$ cat config.mk
export PLATFORM = sky130hd
export DESIGN_NAME = wokwi_395567106413190145
export DESIGN_NICKNAME = d
export VERILOG_FILES = /design/src/rtl/wokwi_395567106413190145.sv
export SDC_FILE = /design/constraint.sdc
export NUM_CORES = 1
export LEC_CHECK = 0
export CAP_MARGIN = 20
export CORE_AREA = 2 2 44 46
export DETAILED_ROUTE_END_ITERATION = 12
export DIE_AREA = 0 0 46 48
export PLACE_DENSITY_LB_ADDON = 0.08
export SETUP_SLACK_MARGIN = 0.15
export SKIP_CTS_REPAIR_TIMING = 1
export SYNTH_ARGS = -nofsm -noshare
export SYNTH_HDL_FRONTEND = slang
export SYNTH_SLANG_ARGS = --single-unit
$ cat constraint.sdc
create_clock -name clk -period 3.4 [get_ports clk]
set_input_delay 0.34 -clock clk [delete_from_list [all_inputs] [get_ports clk]]
set_output_delay 0.34 -clock clk [all_outputs]
set_load 0.1 [all_outputs]
$ cat src/rtl/wokwi_395567106413190145.sv
// Multi-mode 8-bit sequence generator for a TinyTapeout microtile.
// One state register drives uo_out directly. When enabled, it steps as an
// up-counter, down-counter, Fibonacci LFSR or 5-bit shift-loader, chosen by
// the 2-bit mode field of ui_in.
module wokwi_395567106413190145 #(
  parameter logic [7:0] RESET_VALUE = 8'h00,
  parameter logic [7:0] LFSR_SEED   = 8'h01
) (
  input  logic       clk,
  input  logic       rst_n,
  input  logic [7:0] ui_in,
  output logic [7:0] uo_out
);

  typedef enum logic [1:0] {
    MODE_UP    = 2'b00,
    MODE_DOWN  = 2'b01,
    MODE_LFSR  = 2'b10,
    MODE_SHIFT = 2'b11
  } mode_e;

  logic       en;
  mode_e      mode;
  logic [4:0] din;
  logic [7:0] q;
  logic [7:0] q_next;
  logic       fb;

  assign en   = ui_in[0];
  assign mode = mode_e'(ui_in[2:1]);
  assign din  = ui_in[7:3];

  // Feedback taps for x^8+x^6+x^5+x^4+1.
  assign fb = q[7] ^ q[5] ^ q[4] ^ q[3];

  // Next-state selection. The zero state would lock the LFSR, so it is
  // replaced by the seed.
  always_comb begin
    // NOTE: a default assignment first means every path drives q_next, so no latch is inferred.
    q_next = q;
    if (en) begin
      unique case (mode)
        MODE_UP:    q_next = q + 8'd1;
        MODE_DOWN:  q_next = q - 8'd1;
        MODE_LFSR:  q_next = (q == 8'h00) ? LFSR_SEED : {q[6:0], fb};
        MODE_SHIFT: q_next = {q[2:0], din};
        default:    q_next = q;
      endcase
    end
  end

  // State register: asynchronous clear, then one update per rising edge.
  always_ff @(posedge clk or negedge rst_n) begin
    // NOTE: non-blocking assignment keeps every register updating from pre-edge values.
    if (!rst_n) q <= RESET_VALUE;
    else        q <= q_next;
  end

  assign uo_out = q;

endmodule

==> impl_metrics.env <==
export IMPL_outcome="completed"
export IMPL_cts_tree="built"
export IMPL_finalCriticalPeriod_ps=2414
export IMPL_initial_core_util_pct=48.37
export IMPL_powerDensity_mw_per_mm2=787.4
export IMPL_placed_area_um2=963.4
export IMPL_start_kind="flop"
export IMPL_cap_violations=0
export IMPL_crit_slowest_cell="clkdlybuf4s50_1"
export IMPL_grt_pass1_wl_um=3436
export IMPL_coreArea_mm2=0.001689
export IMPL_crit_path_end_kind="output pin"
export IMPL_cts_buffer_depth=2
export IMPL_synthDistinctLibCells=40
export IMPL_finalMaxSlewViolations=0
export IMPL_netlist_area_um2=817.0
export IMPL_cellLeakagePower_nw=0.3795
export IMPL_grt_pass1_vias=682
export IMPL_drc_errors=0
export IMPL_clkLatencyLatePin_ps=260
export IMPL_final_area_um2=985.9
export IMPL_routed_wl_um=2051
export IMPL_synth_seq_cells=8
export IMPL_die_area_mm2=0.002208
export IMPL_fp_dieH_um=48
export IMPL_rsz0062_at_grt="false"
export IMPL_worstSetupPathType="reg -> out"
export IMPL_drtIter0Drc=45
export IMPL_grt_use_total_pct=21.92
export IMPL_vias=828
export IMPL_critical_path_max_fanout=12
export IMPL_rows=15
export IMPL_skew_ps=6.927
export IMPL_finalCritPeriodShare_pct=70.99
export IMPL_crit_arrival_ps=2070
export IMPL_synthFlopType="dfrtp_1"
export IMPL_grt_util_met1_pct=34.62
export IMPL_synth_commonest_cells="8 x dfrtp_1, 8 x nor2_1, 7 x clkbuf_1, 7 x nand2_1, 6 x a21oi_1"
export IMPL_slowest_delay_ps=1220
export IMPL_grt_max_degree=21
export IMPL_cts_max_level=1
export IMPL_critPathBufInv=1
export IMPL_gr_usage_met2_pct=30.56
export IMPL_clk_pin_slew_ps=70
export IMPL_antenna_found_initial=0
export IMPL_synth_edf_count=0
export IMPL_crit_chain="clkdlybuf4s50_1"
export IMPL_io_pins=18
export IMPL_max_slew_worst_pin_slew_ps=968.1
export IMPL_path_delay_family="buffers and inverters"
export IMPL_antenna_cells=0
export IMPL_required_ps=3060
export IMPL_postRouteAntennaNets=0
export IMPL_gp_congestion=0.8362
export IMPL_layout_drive_gt1_share_pct=9.821
export IMPL_grt_busiest_layer="met1"
export IMPL_final_setup_tns_ps=0
export IMPL_synth_area_top_cells="dfrtp_1 25%, mux2i_1 6.1%, a21oi_1 3.7%"
export IMPL_synth_top_area_cell="dfrtp_1"
export IMPL_numClockSinks=8
export IMPL_synthCells=102
export IMPL_ir_worst_vdd_mv=0.6578
export IMPL_wl_per_cell_um=15.90
export IMPL_synth_nets=113
export IMPL_gr_total_overflow=0
export IMPL_largest_reg_flops=8
export IMPL_hold_viol=0
export IMPL_relSlewSlack_pct=35.26
export IMPL_hold_path_class="in -> async"
export IMPL_viasPerCell=6.419
export IMPL_fmax_mhz=414.3
export IMPL_synth_warnings=0
export IMPL_dpl_hpwl_um=1412
export IMPL_cts_root_buf="clkbuf_4"
export IMPL_portBuffers=17
export IMPL_numCtsBuffers=3
export IMPL_die_w_um=46
export IMPL_avgSynthCellArea_um2=8.010
export IMPL_first_pass_iters=4
export IMPL_r2r_setup_slack_ps=1480
export IMPL_grt_use_met3_pct=2.264
export IMPL_fin_nets=125
export IMPL_synth_top_area_share_pct=24.50
export IMPL_async_reset_ff_share_pct=100.0
export IMPL_setup_viol=0
export IMPL_areaGrowthSynthToFinish_pct=20.67
export IMPL_ys_seq_area_share_pct=24.50
-- final timing paths --
path,from,end,cells after the start
hold / removal,rst_n,uo_out[0],1
setup / recovery,uo_out[0],uo_out[0],1
hold reg to reg,uo_out[5],uo_out[0],2
setup reg to reg,uo_out[3],uo_out[7],4
max in group asynchronous,rst_n,uo_out[4],1
min in group clk,uo_out[5],uo_out[0],2
-- report_power, final --
group          switching, mW  internal [mW]  total (mW)
clock network         0.0379         0.0407      0.0787
registers             0.0900          0.124       0.214
logic                  0.330          0.154       0.484
-- layout make-up --
cell class / count / area (um^2)
sequential: 8 / 200.2
timing repair buffer: 18 / 177.7
fill: 167 / 703.2
clock buffer: 3 / 22.52
tap: 17 / 21.27
inverter: 3 / 11.26
multi-input combinational: 80 / 553.0
-- placed cells by master, fill, tap and decap left out, types with 2 or more instances in the layout --
cell type	Yosys	layout
inv_1	3	3
dfrtp_1	8	8
o21ai_0	4	4
clkdlybuf4s50_1	0	17
a31oi_1	2	2
nor4_1	2	2
nand2_1	7	7
nand3_1	3	3
nor2_1	8	8
o22ai_1	4	4
nor2b_1	3	3
mux2i_1	5	5
nor3_1	2	2
a211o_1	2	2
mux2_2	2	2
nor4_2	2	2
a21oi_1	6	6
o2111ai_1	2	2
o21ai_1	2	2
nor3b_1	2	2
clkbuf_4	0	3
and3_1	3	3
xnor2_1	3	3
-- metal layers --
layer  vias to the layer above  wire length [um]
met5                         -                 0
met4                         0                14
met3                         2                90
met2                        24               929
met1                       397              1016
li1                        405                 -
-- logic make-up after synthesis --
logic type / count (synthesis) / share of synthesized area [%]
muxes: 8 / 10.26
AOI/OAI and AO/OA: 29 / 23.89
buffers and inverters: 14 / 7.810
adders and majority gates: 1 / 1.531
and+or+nand+nor: 39 / 28.79
xor gates and xnor gates: 3 / 3.217
DFF: 8 / 24.50
-- through the flow --
step / hold WS, ps / utilization (%) / instances / total power, mW / setup WS [ps]
after floorplan: 44.41 / - / 102 / 0.5959 / 1078
after global placement: 664.5 / 57.04 / 126 / 0.6941 / 947.6
after detailed placement: 670.5 / 57.04 / 126 / 0.6977 / 879.1
after CTS: 399.3 / 58.37 / 129 / 0.7758 / 994.3
after global routing: 414.7 / 58.37 / 129 / 0.8243 / 892.6
final: 377.2 / 58.37 / 129 / 0.7764 / 986.5
Note: power is estimated with default switching activity, not from simulation.
